$ cat config.mk
export PLATFORM = sky130hd
export DESIGN_NAME = edp_mul_seq
export DESIGN_NICKNAME = d
export VERILOG_FILES = /design/src/rtl/edp_mul_seq.sv
export SDC_FILE = /design/constraint.sdc
export NUM_CORES = 1
export LEC_CHECK = 0
export ABC_AREA = 0
export ABC_CLOCK_PERIOD_IN_PS = 2500
export CORE_UTILIZATION = 40
export DETAILED_ROUTE_END_ITERATION = 12
export HOLD_SLACK_MARGIN = 0.15
export MAX_ROUTING_LAYER = met4
export PLACE_DENSITY = 0.73
export SYNTH_ARGS = -nofsm -noshare
export SYNTH_HDL_FRONTEND = slang
export SYNTH_SLANG_ARGS = --single-unit
$ cat constraint.sdc
create_clock -name clk_edp_h -period 2.5 [get_ports clk_edp_h]
set_clock_uncertainty 0.05 [all_clocks]
set_input_delay 0.375 -clock clk_edp_h [delete_from_list [all_inputs] [get_ports clk_edp_h]]
set_output_delay 0.375 -clock clk_edp_h [all_outputs]
set_load 0.005 [all_outputs]
$ cat src/rtl/edp_mul_seq.sv
// edp_mul_seq: radix-2 Booth multiply step sequencer for the EDP slices; define EDP_MUL_STATS_EN to add a completed-multiply counter
module edp_mul_seq #(
  parameter int MAX_STEPS = 36
) (
  input  logic        clk_edp_h,
  input  logic        clk_mr_reset_h,
  input  logic        mul_start_h,
  input  logic [5:0]  mul_steps_h,
  input  logic        mul_abort_h,
  input  logic        edp_hold_h,
  input  logic        mq_35_h,
`ifdef EDP_MUL_STATS_EN
  output logic [15:0] mul_count_h,
`endif
  output logic        mul_busy_h,
  output logic        mul_done_h,
  output logic        ar_clr_h,
  output logic        mq_load_h,
  output logic [1:0]  ad_func_h,
  output logic        arx_shift_h,
  output logic        mq_shift_h,
  output logic [5:0]  step_count_h
);
  typedef enum logic [1:0] {IDLE, INIT, STEP, DONE} state_t;
  localparam logic [5:0] MAX_N = 6'(MAX_STEPS);
  state_t     state_q, state_d;
  logic [5:0] cnt_q, cnt_d, steps_clamped;
  logic       prev_q, prev_d, run;
  assign run = !edp_hold_h;
  assign steps_clamped = (mul_steps_h == 6'd0 || mul_steps_h > MAX_N) ? MAX_N : mul_steps_h;
  // state, remaining-step count and previously examined multiplier bit
  always_ff @(posedge clk_edp_h) begin
    if (clk_mr_reset_h) begin
      state_q <= IDLE;
      cnt_q   <= '0;
      prev_q  <= 1'b0;
    end else begin
      state_q <= state_d;
      cnt_q   <= cnt_d;
      prev_q  <= prev_d;
    end
  end
  // next state: abort beats hold, hold freezes everything, start only counts in IDLE
  always_comb begin
    state_d = state_q;
    cnt_d   = cnt_q;
    prev_d  = prev_q;
    if (state_q == IDLE) begin
      if (mul_start_h) begin
        state_d = INIT;
        cnt_d   = steps_clamped;
        prev_d  = 1'b0;
      end
    end else if (mul_abort_h) begin
      state_d = IDLE;
      cnt_d   = '0;
    end else if (run) begin
      case (state_q)
        INIT: state_d = STEP;
        STEP: begin
          prev_d  = mq_35_h;
          cnt_d   = cnt_q - 6'd1;
          state_d = (cnt_q == 6'd1) ? DONE : STEP;
        end
        default: state_d = IDLE;
      endcase
    end
  end
  // control decode from registered state; hold masks every strobe, AD follows Booth pair {mq_35, prev}
  always_comb begin
    mul_busy_h   = state_q != IDLE;
    ar_clr_h     = state_q == INIT && run;
    mq_load_h    = state_q == INIT && run;
    arx_shift_h  = state_q == STEP && run;
    mq_shift_h   = state_q == STEP && run;
    mul_done_h   = state_q == DONE && run;
    ad_func_h    = arx_shift_h ? {mq_35_h & ~prev_q, ~mq_35_h & prev_q} : 2'b00;
    step_count_h = cnt_q;
  end
`ifdef EDP_MUL_STATS_EN
  logic [15:0] mul_count_q;
  assign mul_count_h = mul_count_q;
  // saturating count of done pulses
  always_ff @(posedge clk_edp_h) begin
    if (clk_mr_reset_h) mul_count_q <= '0;
    else if (mul_done_h && mul_count_q != 16'hFFFF) mul_count_q <= mul_count_q + 16'd1;
  end
`endif
endmodule

==> impl_metrics.ini <==
[outcome]
status = finished with violations
violations = DRC

[global_routing]
met2_usage_pct = 32.1
met1_usage_pct = 28.6
grt.total_usage_pct = 21.7
grtUsageMet3_pct = 7.50
overflow = 0
busiest_layer = met2
first_global_vias = 693
grt_max_degree = 13
grt_pass1_wl_um = 2960
antenna_found_initial = 0

[drt]
wire_per_inst_um = 13.4
drc = 2
viasPerCell = 5.68
wl_um = 1760
vias = 744
dr.pass1.iters = 8
drtIter0Drc = 25
ant_nets = 0

[critical_path]
crit_path_max_fanout = 12
path_class = flop to output port
slowest_stage = clkdlybuf4s50_1
path_common_cell = inv_1
max_stage_delay_ns = 0.51
rr_endpoint = step_count_h[1]
cp.required_ns = 2.08
endpoint_kind = output port
r2r_start = state_q[0]
ff2ff_path_depth = 6
path_cells = inv_1 -> ha_1 -> inv_1 -> clkdlybuf4s50_1
start_kind = flop
rrSetupSlack_ns = 0.42
critPathArrivalTime_ns = 1.79

[pwr]
p_leak_uw = 0.000385
ir_drop_uv = 445
power_density_nw_per_um2 = 482

[min_path]
hp-start = step_count_h[5]
min_to = step_count_h[5]
hold_class = flop to flop
holdPathStages = 2

[floorplan]
die-area_um2 = 1890
rows = 14
die_x_um = 43.5
die_h_um = 43.5
initial_core_util_pct = 44.1
pin_count = 26
core-area_um2 = 1560

[logic_synthesis]
netlist_area_um2 = 688
synth_flop_cell = dfxtp_1
syn_nets = 108
synthCells = 90
ys_types = 34
async_flop_share_pct = 0
ys_warn_count = 0
ys_seq_area_share_pct = 26.2
synth_edf_count = 0
syn_avg_cell_area_um2 = 7.65
ys_ff_latch = 9

[placement]
numPortBuffers = 25
dp_slack_ns = 0.319
place_congestion = 0.828
dpl.hpwl_um = 1300

[layout]
area_growth_pct = 40.2
n_antenna_cell = 0
fin_nets = 134
drive_gt1_share_pct = 5.22

[run]
maxCapViolCount = 0

[timing]
max_freq_ghz = 0.451
fin_crit_ns = 2.22
hold_viol = 0
rsz0062_at_grt = no
maxSlewViolCount = 0
setup_tns_ns = 0
maxSlewHeadroom_pct = 72.6
fin_crit_sh_pct = 88.7
setup_viol = 0
worst_pin_slew_ns = 0.408
setup_ws_ns = 0.283

[cts]
clk-insertion-delay-late_ns = 0.27
h-tree-depth = 1
cts_setup_buffers = 0
cts_tree = done
cts-root-buf = clkbuf_4
postCtsHoldBufs = 0
numCtsBuffers = 3
clock-sinks = 9
cts.path.max_buffers = 2
cts-resized-gates = 0
clkTransAtPathRegs_ns = 0.05
[where the power goes]
part / leakage (uW) / switching (uW) / internal [uW] / total [uW]
sequential: 0.0000739 / 20.0 / 158 / 178
clock: 0.0000150 / 53.7 / 61.5 / 115
combinational: 0.000296 / 82.6 / 89.1 / 172
[worst max path at each step]
| stage | startpoint | to |
|---|---|---|
| after floorplan | state_q[0] | step_count_h[0] |
| after global placement | edp_hold_h | ad_func_h[1] |
| after detailed placement | edp_hold_h | ad_func_h[1] |
| after CTS | state_q[0] | mul_busy_h |
| after global routing | state_q[0] | ad_func_h[1] |
| final | state_q[0] | mul_busy_h |
[sequential cells by signal, indices dropped and copies added, names as in the netlist]
name and cells:
step_count_h 6, state_q 2, prev_q 1
[metal layers]
layer  share of wire, %  vias to the layer above  routed length, um
met4                1.4                        0                 25
li1                   -                      376                  -
met5                  0                        -                  0
met1                 48                      333                840
met3                8.3                        4                146
met2                 42                       31                744
[cells by family after synthesis]
kind of cell             synth area share [%]
adder cells (fa/ha/maj)                  10.9
buffers and inverters                    8.91
flip-flops                               26.2
AND/OR/NAND/NOR                          23.5
AO/OA/AOI/OAI                            30.5
[final cells by class]
| cell class | instances | area, um^2 |
|---|---|---|
| clock buffers | 4 | 26.3 |
| fillers | 140 | 594 |
| inverters | 9 | 33.8 |
| multi-input cells | 67 | 447 |
| flip-flops and latches | 9 | 180 |
| well taps | 16 | 20.0 |
| repair buffers | 26 | 258 |
[per-stage QoR]
step	instances	instance area, um^2	hold slack, ns	power [uW]	util [%]
floorplan	90	688	0.427	273	-
global placement	127	938	0.441	348	60.2
detailed placement	127	938	0.441	348	60.2
CTS	131	965	0.451	465	61.9
global route	131	965	0.491	496	61.9
finish	131	965	0.444	465	61.9
[cell usage after synthesis (2+ instances only)]
cell | n | area [um^2]
dfxtp_1 | 9 | 180
buf_4 | 2 | 15.0
nor3b_1 | 4 | 30.0
a211oi_1 | 2 | 15.0
ha_1 | 6 | 75.1
nor2_1 | 9 | 33.8
o21ai_0 | 7 | 35.0
a311oi_1 | 2 | 17.5
o211ai_1 | 2 | 15.0
nand3_1 | 2 | 10.0
nand2_1 | 4 | 15.0
nor2b_1 | 3 | 18.8
a21oi_1 | 7 | 35.0
nand2b_1 | 2 | 12.5
o31a_1 | 2 | 17.5
inv_1 | 9 | 33.8
[placed cells by master (no fill, tap or decap)]
| master | count |
|---|---|
| clkdlybuf4s50_1 | 25 |
| o2111ai_1 | 1 |
| nor3b_1 | 4 |
| nand2_1 | 4 |
| o211ai_1 | 2 |
| clkbuf_4 | 3 |
| a221oi_1 | 1 |
| ha_1 | 6 |
| o31a_1 | 2 |
| buf_4 | 1 |
| o21a_1 | 1 |
| or4_4 | 1 |
| a221o_1 | 1 |
| dfxtp_1 | 9 |
| nor2b_1 | 3 |
| nand3_1 | 2 |
| o32ai_1 | 1 |
| and3_1 | 1 |
| inv_1 | 9 |
| a21o_1 | 1 |
| a311oi_1 | 2 |
| a211oi_1 | 2 |
| or2_2 | 1 |
| nor2_1 | 9 |
| or3_1 | 1 |
| nor3_1 | 1 |
| o211a_1 | 1 |
| nor4_1 | 1 |
| a21oi_1 | 7 |
| clkbuf_1 | 1 |
| o31ai_1 | 1 |
| a31oi_1 | 1 |
| o21ai_0 | 7 |
| nand2b_1 | 2 |
[critical path, delay by kind of cell (launching register included)]
kind	cells	cell delay (ns)
buffers and inverters	3	0.76
flip-flops	1	0.43
adder cells (fa/ha/maj)	1	0.34
(Power assumes the default switching activity.)
